**config.mk**
```make
export PLATFORM = sky130hd
export DESIGN_NAME = ram_arbiter
export DESIGN_NICKNAME = d
export VERILOG_FILES = /design/src/rtl/ram_arb_pkg.sv /design/src/rtl/ram_tag_fifo.sv /design/src/rtl/ram_arbiter.sv
export SDC_FILE = /design/constraint.sdc
export NUM_CORES = 1
export LEC_CHECK = 0
export ABC_CLOCK_PERIOD_IN_PS = 2100
export CAP_MARGIN = 20
export CORE_AREA = 4 4 296 298
export CTS_CLUSTER_DIAMETER = 100
export DETAILED_ROUTE_END_ITERATION = 7
export DIE_AREA = 0 0 300 302
export PLACE_DENSITY_LB_ADDON = 0.2
export SLEW_MARGIN = 20
export SYNTH_ARGS = -nofsm -noshare
export SYNTH_HDL_FRONTEND = slang
export SYNTH_SLANG_ARGS = --single-unit
```
**constraint.sdc**
```tcl
create_clock -name clk -period 2.1 [get_ports clk]
set_input_delay 0.525 -clock clk [delete_from_list [all_inputs] [get_ports clk]]
set_output_delay 0.525 -clock clk [all_outputs]
set_load 0.02 [all_outputs]
```
**src/rtl/ram_arb_pkg.sv**
```systemverilog
// ram_arb_pkg: shared types and constants for the DDR user-port arbiter.
package ram_arb_pkg;
  typedef enum logic [1:0] {IDLE, GNT_VGA, GNT_CAM, GNT_HDR} state_t;
  localparam logic [2:0] APP_CMD_RD = 3'b001;
  localparam logic [2:0] APP_CMD_WR = 3'b000;
  localparam logic [1:0] REQ_VGA = 2'd0;
  localparam logic [1:0] REQ_CAM = 2'd1;
  localparam logic [1:0] REQ_HDR = 2'd2;
endpackage

```
**src/rtl/ram_tag_fifo.sv**
```systemverilog
// ram_tag_fifo: 1-bit sync FIFO recording which reader owns each outstanding DDR read.
module ram_tag_fifo #(
  parameter int DEPTH = 32
) (
  input  logic clk,
  input  logic rst_n,
  input  logic push,
  input  logic din,
  input  logic pop,
  output logic dout,
  output logic full,
  output logic empty
);
  localparam int AW = $clog2(DEPTH);
  logic [DEPTH-1:0] mem;
  logic [AW:0] wp, rp;
  logic do_push, do_pop;
  assign empty = wp == rp;
  assign full = (wp[AW] != rp[AW]) && (wp[AW-1:0] == rp[AW-1:0]);
  assign dout = mem[rp[AW-1:0]];
  assign do_pop = pop & ~empty;
  assign do_push = push & (~full | do_pop);
  always_ff @(posedge clk or negedge rst_n) begin
    if (!rst_n) begin
      mem <= '0;
      wp <= '0;
      rp <= '0;
    end else begin
      if (do_push) begin
        mem[wp[AW-1:0]] <= din;
        wp <= wp + 1'b1;
      end
      if (do_pop) rp <= rp + 1'b1;
    end
  end
endmodule

```
**src/rtl/ram_arbiter.sv**
```systemverilog
// ram_arbiter: shares one DDR user port among VGA reads, camera writes and HDR read/write.
// Define ARB_ROUND_ROBIN_EN to alternate CAM/HDR on ties; otherwise fixed VGA > CAM > HDR.
module ram_arbiter
  import ram_arb_pkg::*;
#(
  parameter int ADDR_W    = 27,
  parameter int DATA_W    = 128,
  parameter int MAX_BURST = 80,
  parameter int TAG_DEPTH = 32
) (
  input  logic              clk,
  input  logic              ui_rst_n,
  input  logic              vga_rd_req,
  input  logic [ADDR_W-1:0] vga_rd_address,
  output logic              vga_ack,
  output logic              vga_rd_valid,
  input  logic              cam_wr_req,
  input  logic [ADDR_W-1:0] cam_wr_address,
  input  logic [DATA_W-1:0] cam_wr_data,
  output logic              cam_ack,
  input  logic              hdr_req,
  input  logic              hdr_we,
  input  logic [ADDR_W-1:0] hdr_address,
  input  logic [DATA_W-1:0] hdr_wr_data,
  output logic              hdr_ack,
  output logic              hdr_rd_valid,
  output logic [DATA_W-1:0] rd_data,
  output logic              app_en,
  output logic [2:0]        app_cmd,
  output logic [ADDR_W-1:0] app_addr,
  input  logic              app_rdy,
  output logic              app_wdf_wren,
  output logic              app_wdf_end,
  output logic [DATA_W-1:0] app_wdf_data,
  input  logic              app_wdf_rdy,
  input  logic [DATA_W-1:0] app_rd_data,
  input  logic              app_rd_data_valid,
  output logic              ram_busy,
  output logic              tag_err
);
  state_t state;
  logic [6:0] burst_cnt;
  logic owner_req, owner_rd, accept, release_gnt, pick_hdr;
  logic tag_full, tag_empty, tag_head;
  always_comb begin
    owner_req = state == GNT_VGA ? vga_rd_req : state == GNT_CAM ? cam_wr_req :
                state == GNT_HDR ? hdr_req : 1'b0;
    owner_rd = state == GNT_VGA || (state == GNT_HDR && !hdr_we);
    app_addr = state == GNT_CAM ? cam_wr_address : state == GNT_HDR ? hdr_address : vga_rd_address;
    app_wdf_data = state == GNT_CAM ? cam_wr_data : hdr_wr_data;
    app_cmd = owner_rd ? APP_CMD_RD : APP_CMD_WR;
    // a write command is withheld unless its data can go in the same cycle
    app_en = owner_req & (owner_rd ? ~tag_full : ~(app_rdy & ~app_wdf_rdy));
    accept = app_en & app_rdy;
    app_wdf_wren = accept & ~owner_rd;
    app_wdf_end = app_wdf_wren;
    vga_ack = accept & (state == GNT_VGA);
    cam_ack = accept & (state == GNT_CAM);
    hdr_ack = accept & (state == GNT_HDR);
    vga_rd_valid = app_rd_data_valid & ~tag_empty & ~tag_head;
    hdr_rd_valid = app_rd_data_valid & ~tag_empty & tag_head;
    release_gnt = ~owner_req | (accept & burst_cnt == 7'(MAX_BURST - 1)) |
                  (vga_rd_req & state != GNT_VGA);
  end
  assign rd_data = app_rd_data;
  assign ram_busy = state != IDLE || !tag_empty;
`ifdef ARB_ROUND_ROBIN_EN
  logic last_hdr;
  assign pick_hdr = hdr_req & (~cam_wr_req | ~last_hdr);
  always_ff @(posedge clk or negedge ui_rst_n) begin
    if (!ui_rst_n) last_hdr <= 1'b1;
    else if (state == IDLE && !vga_rd_req && (cam_wr_req || hdr_req)) last_hdr <= pick_hdr;
  end
`else
  assign pick_hdr = hdr_req & ~cam_wr_req;
`endif
  always_ff @(posedge clk or negedge ui_rst_n) begin
    if (!ui_rst_n) begin
      state <= IDLE;
      burst_cnt <= '0;
      tag_err <= 1'b0;
    end else begin
      if (app_rd_data_valid && tag_empty) tag_err <= 1'b1;
      if (state == IDLE) begin
        burst_cnt <= '0;
        state <= vga_rd_req ? GNT_VGA : pick_hdr ? GNT_HDR : cam_wr_req ? GNT_CAM : IDLE;
      end else begin
        if (accept) burst_cnt <= burst_cnt + 7'd1;
        if (release_gnt) state <= IDLE;
      end
    end
  end
  ram_tag_fifo #(.DEPTH(TAG_DEPTH)) u_tags (
    .clk(clk),
    .rst_n(ui_rst_n),
    .push(accept & owner_rd),
    .din(state == GNT_HDR),
    .pop(app_rd_data_valid),
    .dout(tag_head),
    .full(tag_full),
    .empty(tag_empty)
  );
endmodule

```
* After elaboration in Yosys (flattened, before gate mapping) *
Index checks and enable logic that the tools add are counted.

operators by class
  eq/ne operators = 8
  add/sub/neg operators = 3
  reduce and logical (&&, ||, !) cells = 12
  order comparisons = 3
  bitwise logic cells = 26
  mux-type cells = 20

operator list
  kind                                                                                 number
  128-bit two-way mux                                                                  1
  27-bit two-way mux                                                                   2
  32-bit bitwise mux                                                                   1
  1-bit bitwise AND                                                                    15
  7-bit two-way mux                                                                    2
  6-bit by 1-bit adder with 6-bit output, second input constant                        2
  5-bit by 6-bit less-than comparator with 1-bit output, second input constant         2
  2-bit two-way mux                                                                    5
  1-bit inverter                                                                       8
  7-bit by 1-bit adder with 7-bit output, second input constant                        1
  7-bit equality test, second input constant                                           1
  1-bit two-way mux                                                                    7
  6-bit equality test                                                                  1
  2-bit nonzero test                                                                   3
  1-bit binary-select mux with 5-bit select                                            1
  1-bit demux with 5-bit select                                                        1
  5-bit equality test                                                                  1
  5-bit by 1-bit greater-or-equal comparator with 1-bit output, second input constant  1
  2-bit equality test, second input constant                                           2
  1-bit logical AND                                                                    4
  1-bit OR                                                                             3
  2-bit by 1-bit equality test with 1-bit output, second input constant                1
  1-bit logical NOT                                                                    2
  2-bit logical NOT                                                                    1
  other kinds (3)                                                                      4

word-level totals
  output and inout port bits = 296
  logic and storage cells = 78
  bits of input ports = 474
  bits in registers = 54

* Depth between registers and ports, before layout *
  word-level depth = 11
  mapped depth = 8
  depth with buffers taken out = 6

* Modules after synthesis *
Synthesis repeated with hierarchy kept, for this count alone.

unflattened totals
  cell total of the unflattened synthesis = 644
  area total of the unflattened synthesis = 6,147.1 µm²

modules (own cells, without submodules)
  module        instances  cells each  area each (µm²)
  ram_arbiter   1          440         3,713.6
  ram_tag_fifo  1          204         2,433.6

* Worst setup path after synthesis *
Ideal clock, no wire load.

  path kind = register to output
  start point = register u_tags.rp[1]
  end point = output hdr_rd_valid
  path buffers = 2
  arrival = 1.923 ns
  cell stages (with the launch flop) = 8
  setup slack = -0.348 ns
  cell sequence = dfrtp_1 buf_2 buf_2 mux2i_1 mux4_2 nand3b_1 nand4_1 nor3_1

on the way
  cells in the longest elaborated chain, start to end = 4
  elaborated cells between the ends (all ways) = 6
  those cells by class = eq/ne (1); mux (2); bitwise (3)

RTL lines
  what                                                                               RTL line            RTL
  start: declaration                                                                 ram_tag_fifo.sv:16  logic [AW:0] wp, rp;
  start signal: assignment                                                           ram_tag_fifo.sv:33  if (do_pop) rp <= rp + 1'b1;
  branches (longest 3 deep; another with 1-bit binary-select mux with 5-bit select)  --
  1-bit bitwise AND *                                                                ram_arbiter.sv:61   hdr_rd_valid = app_rd_data_valid & ~tag_empty & tag_head;
  end: declaration                                                                   ram_arbiter.sv:26   output logic hdr_rd_valid,

Every way passes the cells marked *. The select of a mux whose other input is x is not followed.

* Final worst setup path *
  start point = register u_tags.rp[1]
  end point = output cam_ack

on the way
  cells in the longest elaborated chain, start to end = 7

RTL lines
  what                 RTL line            RTL
  5-bit equality test  ram_tag_fifo.sv:19  assign full = (wp[AW] != rp[AW]) && (wp[AW-1:0] == rp[AW-1:0]);
  1-bit logical AND    ram_tag_fifo.sv:19
  1-bit inverter       ram_arbiter.sv:53   app_en = owner_req & (owner_rd ? ~tag_full : ~(app_rdy & ~app_wdf_rdy));
  1-bit two-way mux    ram_arbiter.sv:53
  1-bit bitwise AND    ram_arbiter.sv:53
  1-bit bitwise AND    ram_arbiter.sv:54   accept = app_en & app_rdy;
  1-bit bitwise AND    ram_arbiter.sv:58   cam_ack = accept & (state == GNT_CAM);
  end: declaration     ram_arbiter.sv:20   output logic cam_ack,

No other way between the ends.

==> flow_summary.toml <==
[status]
status = "complete, but fails checks"
violations = "negative setup slack"

[die]
die_w_um = 300
num_rows = 107
ios = 770
initial_core_util_pct = 7.33
core_area_um2 = 84900
die_area_um2 = 90600
chipHeight_um = 302

[critical_path]
r2r_end = "u_tags.mem[25]"
slowest_stage = "dfrtp_2"
path_cells = "buf_4, xor2_1, or3_4, or3_4, buf_6, and3_4, buf_12"
critPathBufInv = 3
critPathTopFamily = "simple AND/OR/NAND/NOR gates"
start_kind = "flip-flop"
cp_data_arrival_time_ps = 2290
cpPeakStageDelay_ps = 450
required_ps = 1570
reg2reg_slack_ps = -360
cp.depth = 7
path_class = "reg -> out"
endpoint_kind = "output pin"
path_common_cell = "or3_4"
worstRegToRegCells = 8
rr_startpoint = "u_tags.rp[1]"
critPathMaxFanout = 6
crit_path_end = "cam_ack"
startpoint = "u_tags.rp[1]"

[clocking]
insertion_delay_ps = 300
cts_max_level = 2
clk_pin_slew_ps = 80
cts_root_buf = "clkbuf_16"
cts_tree = "yes"
cts_sinks = 54
clockBufferDepth = 2
numCtsBuffers = 5

[pwr]
p_leak_nw = 6.54
pwr-share-clk_pct = 10.7
powerDensity_nw_per_um2 = 543
switching_share_pct = 39.7
p_sw_mw = 3.35
pwr-share-seq_pct = 15.6
power_frac_comb_pct = 73.7
ir_worst_vdd_mv = 0.430
power.internal_mw = 5.09

[logic_synthesis]
synth.distinct_cells = 51
syn_inst = 661
ys_seq_area_share_pct = 21.7
yosysWarnings = 0
async_flop_share_pct = 100
synth_edf_count = 0
ys_ff_latch = 54
netlist_area_um2 = 6220
synth.avg_cell_area_um2 = 9.41
synth_flop_cell = "dfrtp_1"

[sta]
setup_ws_ps = -711
rsz0062_at_grt = "yes"
setup_viol = 199
timing.final.crit_share_pct = 134
hold_viol = 0
period_minus_slack_ps = 2810
slew_viol_final = 0
clock.fmax_mhz = 356
skew_ps = 8.43

[cells_and_area]
drive_gt1_share_pct = 50.9
finalNetCount = 1706
area.growth.synth_to_final_pct = 150
final_core_util_pct = 18.3

[detailed_routing]
wl_per_cell_um = 30.4
drtAntennaViolNets = 0
wl_um = 72700
drc_errors = 0
drt_pre_antenna_iters = 5
vias = 7524
viasPerCell = 3.15
drt_iter0_drc = 388

[grt]
grt_usage_pct = 15.0
antenna_found_initial = 34
grt_pass1_wl_um = 88000
grt_max_degree = 55
grt_pass1_vias = 7836
grt-ovfl-total = 0

[placement]
portBuffers = 511
dp_hpwl_um = 62500
gp_congestion = 0.869
dpl_worst_slack_ps = -1200

[job]
maxCapViolations = 0

[worst_hold_path]
hold_class = "in -> async"
-- layout by cell type, fill, tap and decap left out, types with 5 or more instances in the layout --
master | synthesis | final
clkdlybuf4s50_1 | 0 | 342
buf_6 | 5 | 172
mux2_4 | 0 | 121
buf_4 | 134 | 119
buf_12 | 0 | 65
dfrtp_1 | 54 | 50
mux2i_1 | 48 | 42
mux2_2 | 161 | 40
nand3_1 | 36 | 35
nor2_1 | 38 | 28
a21oi_1 | 29 | 19
diode_2 | 0 | 18
nand2_1 | 19 | 16
buf_8 | 0 | 13
clkbuf_16 | 0 | 10
buf_2 | 22 | 10
nand4_1 | 9 | 9
xnor2_1 | 11 | 8
a21oi_2 | 0 | 7
buf_16 | 0 | 7
nor2_2 | 0 | 6
ha_1 | 6 | 6
xor2_1 | 5 | 5
nor3_1 | 8 | 5
-- layer usage --
metal,track usage (%),vias to the layer above,routed length [um]
met5,3.65,-,435
met4,1.09,4,977
met3,9.00,62,10900
met2,21.8,532,30100
met1,19.5,3583,30300
li1,-,3343,-
-- area by class of cell --
cell class | count | area [um2]
sequential | 54 | 1360
multi-input combinational | 422 | 4340
clock buffer | 6 | 139
antenna | 18 | 45.0
inverter | 5 | 18.8
timing repair buffer | 738 | 8210
fill | 9520 | 69300
clock inverter | 2 | 16.3
tap | 1144 | 1430
-- worst min-delay path by stage --
| stage | end | slack [ps] | cells past startpoint |
|---|---|---|---|
| after floorplan | burst_cnt[0] | 230 | 0 |
| after global placement | tag_err | 450 | 1 |
| after detailed placement | tag_err | 450 | 1 |
| after CTS | u_tags.mem[1] | 260 | 2 |
| after global routing | u_tags.mem[1] | 270 | 2 |
| final | u_tags.mem[1] | 240 | 2 |
-- cell usage after synthesis, types with 2 or more instances --
master / number / area (um2)
o21a_1: 2 / 15.0
buf_4: 134 / 1010
nor2_1: 38 / 143
buf_1: 4 / 15.0
or3_1: 3 / 18.8
inv_1: 4 / 15.0
buf_6: 5 / 56.3
mux2i_1: 48 / 480
xnor2_1: 11 / 96.3
xor2_1: 5 / 43.8
mux4_2: 4 / 90.1
buf_2: 22 / 110
o22ai_1: 2 / 12.5
mux2_2: 161 / 1810
clkbuf_1: 15 / 56.3
ha_1: 6 / 75.1
mux2_1: 2 / 22.5
nand3_1: 36 / 180
a21oi_1: 29 / 145
nand2b_1: 2 / 12.5
nor4_1: 2 / 12.5
nand2_1: 19 / 71.3
and2_1: 3 / 18.8
dfrtp_1: 54 / 1350
nand4_1: 9 / 56.3
nor3_1: 8 / 40.0
and3_1: 8 / 50.1
nand3b_1: 2 / 15.0
-- flip-flops by register name, summed over array words and instances (netlist names) --
signal / count
u_tags.rp: 6
burst_cnt: 7
state: 2
u_tags.mem: 32
u_tags.wp: 6
tag_err: 1
-- cells by family (layout without fill, tap and decap cells) --
logic type / Yosys count / after routing / synth area share (%)
buffers and inverters: 186 / 751 / 20.4
XOR/XNOR: 16 / 16 / 2.25
adder cells (fa/ha/maj): 6 / 6 / 1.21
multiplexers: 215 / 215 / 38.7
flip-flops: 54 / 54 / 21.7
AO/OA/AOI/OAI: 43 / 43 / 4.33
other: 1 / 20 / 0.0603
AND/OR/NAND/NOR: 140 / 140 / 11.3
-- stage by stage --
stage | hold WS, ps | cell area (um2) | power, mW | instances | setup TNS, ps
after floorplan | 229 | 6300 | 3.80 | 662 | -468
after global placement | 446 | 13100 | 6.34 | 2265 | -91840
after detailed placement | 451 | 13100 | 6.29 | 2265 | -90180
after CTS | 256 | 14200 | 7.86 | 2334 | -85430
after global routing | 266 | 15500 | 8.85 | 2372 | -76970
final | 236 | 15600 | 8.44 | 2389 | -65320
-- timing repair --
item,CTS,global route
buffers inserted,51,48
setup endpoints to repair,210,206
gates resized for setup,741,459
hold buffers,0,0
pin swaps,25,24
cloned,10,6
-- worst reg2reg max path: stages, from the launching register on --
cell       delay [ps]
dfrtp_2           450
buf_4             170
xor2_1            180
or3_4             360
buf_4             160
o2111a_2          310
bufbuf_16         300
nand3_1            90
mux2_2            340
-- power groups by stage --
stage               Sequential [mW]  Clock [mW]  Combinational (mW)
CTS                            1.31       0.939                5.62
detailed placement             1.33           0                4.96
global placement               1.33           0                5.01
floorplan                      1.27           0                2.53
finish                         1.31       0.901                6.22
global route                   1.33       0.968                6.55
No activity file was read; power rests on OpenSTA's default activity.
